===== config.mk =====
export PLATFORM = sky130hd
export DESIGN_NAME = shift_req_pipe
export DESIGN_NICKNAME = d
export VERILOG_FILES = /design/src/rtl/shift_req_pipe.sv
export SDC_FILE = /design/constraint.sdc
export NUM_CORES = 1
export LEC_CHECK = 0
export BUFFER_PORTS_ARGS = -buffer_cell sky130_fd_sc_hd__buf_2
export CORE_ASPECT_RATIO = 0.75
export CORE_UTILIZATION = 32
export CTS_CLUSTER_DIAMETER = 150
export DETAILED_ROUTE_END_ITERATION = 8
export PLACE_DENSITY_LB_ADDON = 0.1
export SLEW_MARGIN = 20
export SYNTH_ARGS = -nofsm -noshare
export SYNTH_HDL_FRONTEND = slang
export SYNTH_SLANG_ARGS = --single-unit

===== constraint.sdc =====
create_clock -name clk -period 7.2 [get_ports clk]
set_input_delay 1.44 -clock clk [delete_from_list [all_inputs] [get_ports clk]]
set_output_delay 1.44 -clock clk [all_outputs]
set_load 0.05 [all_outputs]

===== src/rtl/shift_req_pipe.sv =====
// Request FIFO plus registered result stage wrapped around the ALU's combinational barrel shifter.
// The FIFO head drives the shifter; its result is captured into the output stage.
module shift_req_pipe #(
    parameter int DEPTH = 4,
    parameter int TAG_W = 4
) (
    input  logic                     clk,
    input  logic                     rst,
    input  logic                     flush,
    input  logic                     in_valid,
    output logic                     in_ready,
    input  logic [31:0]              in_a,
    input  logic [4:0]               in_b,
    input  logic [1:0]               in_aluc,
    input  logic [TAG_W-1:0]         in_tag,
    output logic [31:0]              sh_a,
    output logic [4:0]               sh_b,
    output logic [1:0]               sh_aluc,
    input  logic [31:0]              sh_c,
    output logic                     out_valid,
    input  logic                     out_ready,
    output logic [31:0]              out_c,
    output logic [TAG_W-1:0]         out_tag,
    output logic                     out_zero,
    output logic [$clog2(DEPTH):0]   count,
    output logic [15:0]              done_cnt
);

    localparam int AW = $clog2(DEPTH);
    localparam int CW = AW + 1;
    localparam logic [CW-1:0] FULL = CW'(DEPTH);

    // Both ports use valid/ready: a transfer happens on a rising edge where
    // valid and ready are both high; valid never waits on ready.

    logic [31:0]      r_mem_a    [DEPTH];
    logic [4:0]       r_mem_b    [DEPTH];
    logic [1:0]       r_mem_aluc [DEPTH];
    logic [TAG_W-1:0] r_mem_tag  [DEPTH];

    logic [AW-1:0]    r_wr_ptr;
    logic [AW-1:0]    r_rd_ptr;
    logic [CW-1:0]    r_count;

    logic             r_out_valid;
    logic [31:0]      r_out_c;
    logic [TAG_W-1:0] r_out_tag;
    logic             r_out_zero;
    logic [15:0]      r_done_cnt;

    logic             w_head_valid;
    logic             w_advance;
    logic             w_push;
    logic             w_pop;
    logic             w_out_fire;

    assign in_ready     = (r_count != FULL);
    assign w_head_valid = (r_count != '0);
    assign w_advance    = w_head_valid & (~r_out_valid | out_ready);
    // flush wins over both FIFO ports and over the output handshake count
    assign w_push       = in_valid & in_ready & ~flush;
    assign w_pop        = w_advance & ~flush;
    assign w_out_fire   = r_out_valid & out_ready & ~flush;

    assign sh_a    = w_head_valid ? r_mem_a[r_rd_ptr]    : '0;
    assign sh_b    = w_head_valid ? r_mem_b[r_rd_ptr]    : '0;
    assign sh_aluc = w_head_valid ? r_mem_aluc[r_rd_ptr] : '0;

    always_ff @(posedge clk) begin
        if (w_push) begin
            r_mem_a[r_wr_ptr]    <= in_a;
            r_mem_b[r_wr_ptr]    <= in_b;
            r_mem_aluc[r_wr_ptr] <= in_aluc;
            r_mem_tag[r_wr_ptr]  <= in_tag;
        end
    end

    always_ff @(posedge clk or posedge rst) begin
        if (rst) begin
            r_wr_ptr <= '0;
            r_rd_ptr <= '0;
            r_count  <= '0;
        end else if (flush) begin
            r_wr_ptr <= '0;
            r_rd_ptr <= '0;
            r_count  <= '0;
        end else begin
            if (w_push) r_wr_ptr <= r_wr_ptr + AW'(1);
            if (w_pop)  r_rd_ptr <= r_rd_ptr + AW'(1);
            case ({w_push, w_pop})
                2'b10:   r_count <= r_count + CW'(1);
                2'b01:   r_count <= r_count - CW'(1);
                default: r_count <= r_count;
            endcase
        end
    end

    always_ff @(posedge clk or posedge rst) begin
        if (rst) begin
            r_out_valid <= 1'b0;
            r_out_c     <= '0;
            r_out_tag   <= '0;
            r_out_zero  <= 1'b1;
        end else if (flush) begin
            r_out_valid <= 1'b0;
        end else if (w_advance) begin
            r_out_valid <= 1'b1;
            r_out_c     <= sh_c;
            r_out_tag   <= r_mem_tag[r_rd_ptr];
            r_out_zero  <= (sh_c == 32'd0);
        end else if (r_out_valid && out_ready) begin
            r_out_valid <= 1'b0;
        end
    end

    always_ff @(posedge clk or posedge rst) begin
        if (rst) begin
            r_done_cnt <= '0;
        end else if (w_out_fire) begin
            r_done_cnt <= r_done_cnt + 16'd1;
        end
    end

    assign out_valid = r_out_valid;
    assign out_c     = r_out_c;
    assign out_tag   = r_out_tag;
    assign out_zero  = r_out_zero;
    assign count     = r_count;
    assign done_cnt  = r_done_cnt;

endmodule

==> summary.md, run 1 <==
| Metric | Value |
|---|---|
| Post-layout min period | `4070 ps` |
| Max-cap viol count | `0` |
| CP required | `5760 ps` |
| Fillers | `2640` |
| Leakage | `4.18 nW` |
| Worst VDD drop | `0.261 mV` |
| Pwr Total | `0.00508 W` |
| Layout Nets | `753` |
| Synth area leader | `edfxtp_1` |
| CP Class | `reg -> out` |
| Initial antenna violation count | `3` |
| Iter 0 DRT Violations | `156` |
| First-pass GRT wire length | `31000 um` |
| WL/cell | `18.8 um` |
| Tightest Hold Check Type | `reg -> reg` |
| Final setup fails | `0` |
| Unique masters post-synth | `43` |
| Clock Tree Buf Depth | `3` |
| Root Buffer | `clkbuf_16` |
| Placed instance area | `10500 sq um` |
| Most common cell in the netlist | `edfxtp_1` |
| Clock Skews | `8.91 ps` |
| I/O pin count | `177` |
| Cell area power density | `452 nW/um^2` |
| Core area | `28100 sq um` |
| # rows | `53` |
| H-tree Lvls | `1` |
| Pre-CTS setup slack | `3340 ps` |
| Fmax | `0.246 GHz` |
| Vias/cell | `4.59` |
| Synth Register Bits | `233` |
| Post-synth EDFFs | `172` |
| Slew Limit Fails | `0` |
| Die Y | `149 um` |
| Final period utilization | `56.5%` |
| Chip width | `197 um` |
| CTS Hold Buffers Added | `0` |
| Clk_lat worst skew | `510 ps` |
| Ys Warns | `0` |
| Area Growth Syn to Fin | `22.6%` |
| CTS tree | `built` |
| CP endpoint kind | `primary output` |
| Synthesized area per cell | `19.2 sq um` |
| Rel. slew slack | `34.8%` |
| Full die area | `29300 sq um` |
| Seq/Total Area, Yosys | `73.0%` |
| PortBufs | `176` |
| # DRC | `0` |
| Vias in the first global route | `5310` |
| Slew @ Worst Pin | `978 ps` |
| Detailed Place HPWL | `11900 um` |
| Top-area cell type share of the netlist area | `56.3%` |
| Antenna Nets Post-Route | `0` |
| Final worst setup slack | `3130 ps` |
| Ys flop type | `edfxtp_1` |
| Largest net degree at the start of global routing | `62` |
| Commonest cells in the synthesized netlist | `edfxtp_1 (172), dfrtp_1 (60), mux4_2 (43)` |
| Synth top area cells | `edfxtp_1 (56%), dfrtp_1 (16%), mux4_2 (11%)` |
| Critical path arrival | `2630 ps` |
| Resize count post-CTS | `0` |
| Total clock sinks | `233` |
| Post-synthesis instance total | `477` |
| Mapped Area | `9170 sq um` |
| GRT Overall Usage | `13.8%` |
| Status | `finished, final reports clean` |
| Layout cell share with drive strength beyond 1 | `44.9%` |
| Synthesized Nets | `563` |
| Unrepaired setup endpoints after global routing | `false` |
| DR vias | `4919` |
| Post-CTS Setup Inserts | `0` |
| CTS buffer count | `25` |
| 1st-pass router iterations | `4` |
| GRT overflow | `0` |
| Final WL | `20200 um` |
| Ys async rst share | `26.2%` |
| Clock-pin transition on the worst setup and hold timing paths | `60 ps` |
| Final Cell Area | `11200 sq um` |
| GPL Wtd Cong | `0.757` |
| Setup TNS | `0 ps` |
| Worst Hold Slack | `461 ps` |
| Starting density of the core | `32.6%` |
| Worst setup SP type | `flop` |
| Crit Path Max Fanout | `45` |
| Fin. Hold Viols | `0` |
state kept, by name, indices dropped and copies added (netlist names):
| name | cells |
|---|---|
| r_mem_a | 128 |
| out_c | 32 |
| r_mem_b | 20 |
| done_cnt | 16 |
| r_mem_tag | 16 |
| r_mem_aluc | 8 |
| out_tag | 4 |
| count | 3 |
| r_rd_ptr | 2 |
| r_wr_ptr | 2 |
| out_valid | 1 |
| out_zero | 1 |
layout by cell type (no fill, tap or decap), types with 2 or more instances in the layout:
master and instances:
nor2_1 12, nand2_1 6, and4_1 3, mux2_1 2, nor3_4 2, clkbuf_16 25, dfrtp_1 58, and2_2 5
edfxtp_1 172, clkinv_2 3, xor2_1 3, xnor2_1 17, mux2_2 36, buf_4 8, and3_1 2, nor4_1 9
a21oi_1 3, buf_2 176, nor2b_1 41, diode_2 3, nand4b_1 2, clkbuf_1 10, mux4_2 43, ha_1 5
inv_1 4, nand4_1 7, nand3_1 6, clkinv_1 4
worst paths after layout:
| path | startpoint | endpoint | slack, ps | cells past startpoint |
|---|---|---|---|---|
| max | r_rd_ptr[0] | sh_a[5] | 3130 | 3 |
| min | done_cnt[15] | done_cnt[15] | 460 | 1 |
| max reg2reg | count[0] | count[2] | 4140 | 9 |
| min reg2reg | done_cnt[15] | done_cnt[15] | 460 | 1 |
| max in group asynchronous | rst | r_rd_ptr[0] | 5440 | 3 |
| min in group asynchronous | rst | done_cnt[15] | 1170 | 3 |
critical path: stages, from the launching register on:
cell and delay [ps]:
dfrtp_4 1070, mux4_2 610, nor2b_1 160, buf_2 250
routing by layer:
metal / GRT usage (%) / wire (um) / share of wire [%] / vias to the layer above
met1: 18.8 / 8990 / 45 / 2551
met4: 3.72 / 481 / 2.4 / 2
li1: - / - / - / 2240
met5: 0 / 13 / 0.065 / -
met3: 3.27 / 989 / 4.9 / 37
met2: 22.2 / 9680 / 48 / 89
power by group:
| part | internal, W | leakage [nW] | switching (W) | total, W |
|---|---|---|---|---|
| Clock | 0.000671 | 0.352 | 0.000489 | 0.00116 |
| Sequential | 0.00165 | 2.31 | 0.000157 | 0.00180 |
| Combinational | 0.000620 | 1.52 | 0.00150 | 0.00212 |
| Total | 0.00294 | 4.18 | 0.00215 | 0.00508 |
metrics by stage:
stage	utilization (%)	std cells
floorplan	-	477
global placement	37.4	1025
detailed placement	37.4	1025
CTS	39.9	1068
global route	39.9	1068
finish	40.0	1071
cells by family (layout without fill, tap and decap cells):
kind of cell	Yosys count	in the layout	synth area share, %
compound gates	6	6	0.409
xor+xnor	20	20	1.91
fa+ha+maj	6	6	0.900
buf+inv	26	232	1.31
flops	233	233	73.0
mux	82	82	15.4
other cells	0	3	0
simple gates	104	104	7.11
cell type report:
type / instances / area, sq um / area share (%)
Antenna cell: 3 / 7.51 / 0.0668
Clock buffer: 35 / 663 / 5.90
Clock inverter: 8 / 60.1 / 0.534
Inverter: 5 / 18.8 / 0.167
Multi-Input combinational cell: 218 / 2370 / 21.1
Sequential cell: 233 / 6700 / 59.6
Tap cell: 385 / 482 / 4.29
Timing Repair Buffer: 184 / 941 / 8.37
Power figures use the tool's default switching activity.
==> run 2: changes to the inputs <==
clock period = 4.27 ns   (was 7.2 ns; I/O delays follow)
==> run 2 against run 1 <==
Against the previous run:
- sequential share of layout area decreased by 0.40 points
- count of clock-buffer cells in the layout shrank 5
- wire length rose by 0.42%
- cell count grew 0.28%
- first-iteration DRC count fell by 28%
- via count up 0.98%
- clock power rose by 76%
- register-to-register slack worse by 2800 ps
- core utilization increased by 0.27 points
- sequential cell count unchanged
- die area stayed put
- final area up 0.68%
- critical endpoint is now sh_a[1]
==> summary.md, run 2 (synthesized netlist as in run 1, its figures left out) <==
| Metric | Value |
|---|---|
| Status | `finished, final reports clean` |
| R2R setup slack | `1390 ps` |
| Vias/cell | `4.62` |
| Area Growth Syn to Fin | `23.4%` |
| Crit Path Max Fanout | `44` |
| Worst setup startpoint | `r_rd_ptr[0]` |
| PortBufs | `176` |
| Starting density of the core | `32.6%` |
| Max-cap viol count | `0` |
| Slew @ Worst Pin | `941 ps` |
| CP endpoint kind | `primary output` |
| CP Class | `reg -> out` |
| CP Buf/Inv Count | `1` |
| 1st-pass router iterations | `4` |
| Final period utilization | `80.8%` |
| Vias in the first global route | `5263` |
| Detailed Place HPWL | `13000 um` |
| Final worst setup slack | `819 ps` |
| Final WL | `20200 um` |
| Worst setup SP type | `flop` |
| Final setup fails | `0` |
| Fin. Hold Viols | `0` |
| I/O pin count | `177` |
| Critical path, cell by cell | `mux4_2 > nor2b_1 > buf_2` |
| Pre-CTS setup slack | `1270 ps` |
| Critical Path Max Stage Delay | `1050 ps` |
| Resize count post-CTS | `0` |
| Max reg flops | `128` |
| Clock Tree Buf Depth | `3` |
| Fmax | `0.290 GHz` |
| Crit path max-delay family | `flip-flops` |
| Slew Limit Fails | `0` |
| Leakage | `4.23 nW` |
| GRT overflow | `0` |
| Layout cell share with drive strength beyond 1 | `46.3%` |
| Core area | `28100 sq um` |
| First-pass GRT wire length | `30600 um` |
| Rel. slew slack | `37.3%` |
| Die Y | `149 um` |
| Cell area power density | `766 nW/um^2` |
| Initial antenna violation count | `1` |
| Root Buffer | `clkbuf_16` |
| WP depth | `3` |
| # DRC | `0` |
| # rows | `53` |
| Full die area | `29300 sq um` |
| Chip width | `197 um` |
| H-tree Lvls | `1` |
| Reg2Reg Depth | `8` |
| Largest net degree at the start of global routing | `45` |
| Antenna Nets Post-Route | `0` |
| Post-layout min period | `3450 ps` |
| WL/cell | `18.8 um` |
| Iter 0 DRT Violations | `112` |
| Worst VDD drop | `0.468 mV` |
| Worst r2r src | `count[0]` |
| Fillers | `2642` |
| Critical path arrival | `2600 ps` |
| Setup TNS | `0 ps` |
| CP required | `3420 ps` |
| Clk_lat worst skew | `520 ps` |
| CTS buffer count | `25` |
| Commonest non-fill, non-tap cell in the layout | `buf_2` |
| Tightest Hold Check Type | `in -> async` |
| Biggest register | `r_mem_a` |
| GPL Wtd Cong | `0.747` |
| Layout Nets | `760` |
| DR vias | `4967` |
| Total clock sinks | `233` |
| CTS tree | `built` |
| Slowest CP cell | `dfrtp_4` |
| Unrepaired setup endpoints after global routing | `false` |
| GRT Overall Usage | `13.8%` |
| Post-CTS Setup Inserts | `0` |
| Clock-pin transition on the worst setup and hold timing paths | `60 ps` |
| Most frequent cells in the layout | `buf_2 (176), edfxtp_1 (172), dfrtp_1 (58)` |
| CTS Hold Buffers Added | `0` |
| ANT cells | `0` |
| Clock Skews | `5.35 ps` |
[run 2: metal layers]
metal / vias to the layer above / global-route usage [%] / part of all wire [%]
met1: 2594 / 18.7 / 45
li1: 2252 / - / -
met5: - / 0 / 0.064
met4: 2 / 3.72 / 2.3
met3: 34 / 3.79 / 4.8
met2: 85 / 21.9 / 48
[run 2: power breakdown]
part / internal (W) / switching, W / total, W
combinational: 0.00106 / 0.00252 / 0.00357
clock: 0.00119 / 0.000853 / 0.00204
sequential: 0.00277 / 0.000283 / 0.00306
[run 2: metrics by stage]
stage               hold slack (ps)  total power, W  util, %  cells  area (sq um)
floorplan                       543         0.00581        -    477          9170
global placement                458         0.00672     37.6   1032         10600
detailed placement              459         0.00674     37.6   1032         10600
CTS                             472         0.00883     40.2   1074         11300
global route                    487         0.00907     40.2   1074         11300
finish                          446         0.00867     40.2   1074         11300
[run 2: layout make-up]
type / count / area, sq um / area share (%)
multi-input combinational: 218 / 2370 / 20.9
inverter: 5 / 20.0 / 0.177
timing repair buffer: 191 / 993 / 8.78
sequential: 233 / 6700 / 59.2
clock inverter: 12 / 109 / 0.962
tap: 385 / 482 / 4.26
clock buffer: 30 / 644 / 5.69
[run 2: path summary, 6_finish.rpt]
| path | endpoint |
|---|---|
| max | sh_a[1] |
| min | out_c[10] |
| max reg2reg | count[2] |
| min reg2reg | done_cnt[15] |
| max in group asynchronous | done_cnt[6] |
| min in group clk | done_cnt[15] |
==> run 3: changes to the inputs <==
clock period = 2.8 ns   (was 4.27 ns; I/O delays follow)
==> run 3 against run 2 <==
Against the previous run:
- die area unchanged
- wire length down 1.2%
- global-route usage down 0.094 points
- sequential power up 48%
- via count down 0.81%
- sequential share of layout area down 0.86 points
- hold slack worse by 260 ps
- cell count up 1.1%
- total power up 53%
- combinational power up 62%
- critical path type unchanged
- critical endpoint unchanged
- largest power group unchanged
==> summary.md, run 3 (synthesized netlist as in run 1, its figures left out) <==
| Metric | Value |
|---|---|
| Pre-CTS setup slack | `476 ps` |
| Resize count post-CTS | `0` |
| Max reg flops | `128` |
| # rows | `53` |
| DR vias | `4927` |
| Max-cap viol count | `0` |
| Chip width | `197 um` |
| Int Power | `0.00771 W` |
| Setup TNS | `0 ps` |
| CTS tree | `built` |
| Switching part of the total | `42.0%` |
| Initial antenna violation count | `4` |
| Fillers | `2655` |
| GPL Wtd Cong | `0.735` |
| Rel. slew slack | `49.7%` |
| Fmax | `0.371 GHz` |
| Slew @ Worst Pin | `753 ps` |
| Post-layout min period | `2700 ps` |
| CP Buf/Inv Count | `2` |
| Seq pwr share | `34.0%` |
| First-pass GRT wire length | `30600 um` |
| Worst VDD drop | `0.786 mV` |
| Vias in the first global route | `5234` |
| 1st-pass router iterations | `4` |
| Area occupied by registers | `6700 sq um` |
| Starting density of the core | `32.6%` |
| Crit Path Max Fanout | `14` |
| Clock Tree Buf Depth | `3` |
| Total clock sinks | `233` |
| Most frequent cells in the layout | `buf_2 (176), edfxtp_1 (172), dfrtp_1 (58)` |
| I/O pin count | `177` |
| CP Class | `reg -> out` |
| Antenna Nets Post-Route | `0` |
| Critical Path Max Stage Delay | `520 ps` |
| Unrepaired setup endpoints after global routing | `false` |
| Layout cell share with drive strength beyond 1 | `46.6%` |
| Critical path, cell by cell | `buf_12 > mux4_2 > nor2b_1 > buf_2` |
| GRT Overall Usage | `13.7%` |
| Clock-pin transition on the worst setup and hold timing paths | `60 ps` |
| Tightest Hold Check Type | `in -> async` |
| Layout Nets | `767` |
| Final worst setup slack | `102 ps` |
| Sw Pwr | `0.00559 W` |
| Critical path arrival | `2140 ps` |
| Slew Limit Fails | `0` |
| CTS buffer count | `25` |
| Die Y | `149 um` |
| Status | `finished, final reports clean` |
| Detailed Place HPWL | `12600 um` |
| Clk_lat worst skew | `510 ps` |
| Largest net degree at the start of global routing | `44` |
| Vias/cell | `4.54` |
| CTS Hold Buffers Added | `0` |
| Full die area | `29300 sq um` |
| Final setup fails | `0` |
| Clock Skews | `9.81 ps` |
| CP required | `2240 ps` |
| CP endpoint kind | `primary output` |
| Comb pwr share | `43.4%` |
| Crit path max-delay family | `multiplexers` |
| Cell area power density | `1160 nW/um^2` |
| Final period utilization | `96.4%` |
| Fin. Hold Viols | `0` |
| Final WL | `20000 um` |
| Worst setup SP type | `flop` |
| H-tree Lvls | `1` |
| Area Growth Syn to Fin | `25.2%` |
| Footprint of the multi-input gates | `2370 sq um` |
| Biggest register | `r_mem_a` |
| Leakage | `4.30 nW` |
| Slowest CP cell | `mux4_2` |
| # DRC | `0` |
| Iter 0 DRT Violations | `209` |
| GRT overflow | `0` |
| Commonest non-fill, non-tap cell in the layout | `buf_2` |
| Core area | `28100 sq um` |
| Root Buffer | `clkbuf_16` |
| Clock power share | `22.6%` |
| WL/cell | `18.4 um` |
| PortBufs | `176` |
==> run 3: cell types whose count changed in the layout (fill, tap and decap cells not counted), moves of 2 or more <==
cell,delta
buf_12,+10
clkinv_1,+5
buf_4,-3
diode_2,+3
clkbuf_1,-2
==> run 3: area by class of cell <==
cell class	count	share of cell area, %
timing repair buffer	198	10.2
clock buffer	28	5.55
tap	385	4.20
clock inverter	16	0.861
inverter	5	0.163
antenna	3	0.0654
sequential	233	58.3
multi-input combinational	218	20.6
==> run 3: through the flow <==
stage               util [%]  hold WS (ps)  cell area [sq um]  total power [W]  instances
finish                  40.8           182              11500           0.0133       1086
global route            40.8           221              11500           0.0139       1083
CTS                     40.7           186              11400           0.0135       1079
detailed placement      38.0           468              10700           0.0104       1033
global placement        38.0           457              10700           0.0104       1033
floorplan                  -           543               9180          0.00886        477
==> run 3: per-layer routing <==
| layer | wire (um) | GRT usage, % |
|---|---|---|
| met3 | 876 | 3.04 |
| met1 | 9250 | 19.6 |
| met5 | 8 | 0 |
| met2 | 9490 | 21.1 |
| met4 | 376 | 3.45 |
==> run 3: worst register-to-register path: cells and delay by family, from the launching register on <==
kind / cells / cell delay (ps)
AND/OR/NAND/NOR: 3 / 520
flip-flops: 1 / 540
AO/OA/AOI/OAI: 3 / 610
adder cells (fa/ha/maj): 1 / 410
==> run 3: final timing paths <==
check | to | cells after the start | slack, ps | start
max | sh_a[1] | 4 | 100 | r_rd_ptr[0]
min | out_c[9] | 2 | 180 | rst
max reg2reg | count[2] | 7 | 580 | count[0]
min reg2reg | out_c[2] | 1 | 480 | out_c[2]
max in group asynchronous | out_zero | 3 | 1930 | rst
min in group clk | r_mem_a[1][5] | 1 | 260 | in_a[5]
==> run 3: timing repair <==
| action | CTS | global route |
|---|---|---|
| pin swaps | 0 | 0 |
| endpoints found under the setup margin | 30 | 5 |
| buffers inserted | 2 | 4 |
| cloned | 0 | 0 |
==> run 3: power by group through the flow <==
stage | Clock (W) | Sequential [W] | Combinational [W]
6_report | 0.00301 | 0.00452 | 0.00577
3_5_place_dp | 0 | 0.00461 | 0.00581
3_3_place_gp | 0 | 0.00460 | 0.00579
2_1_floorplan | 0 | 0.00566 | 0.00320
4_1_cts | 0.00311 | 0.00453 | 0.00586
5_1_grt | 0.00324 | 0.00459 | 0.00610
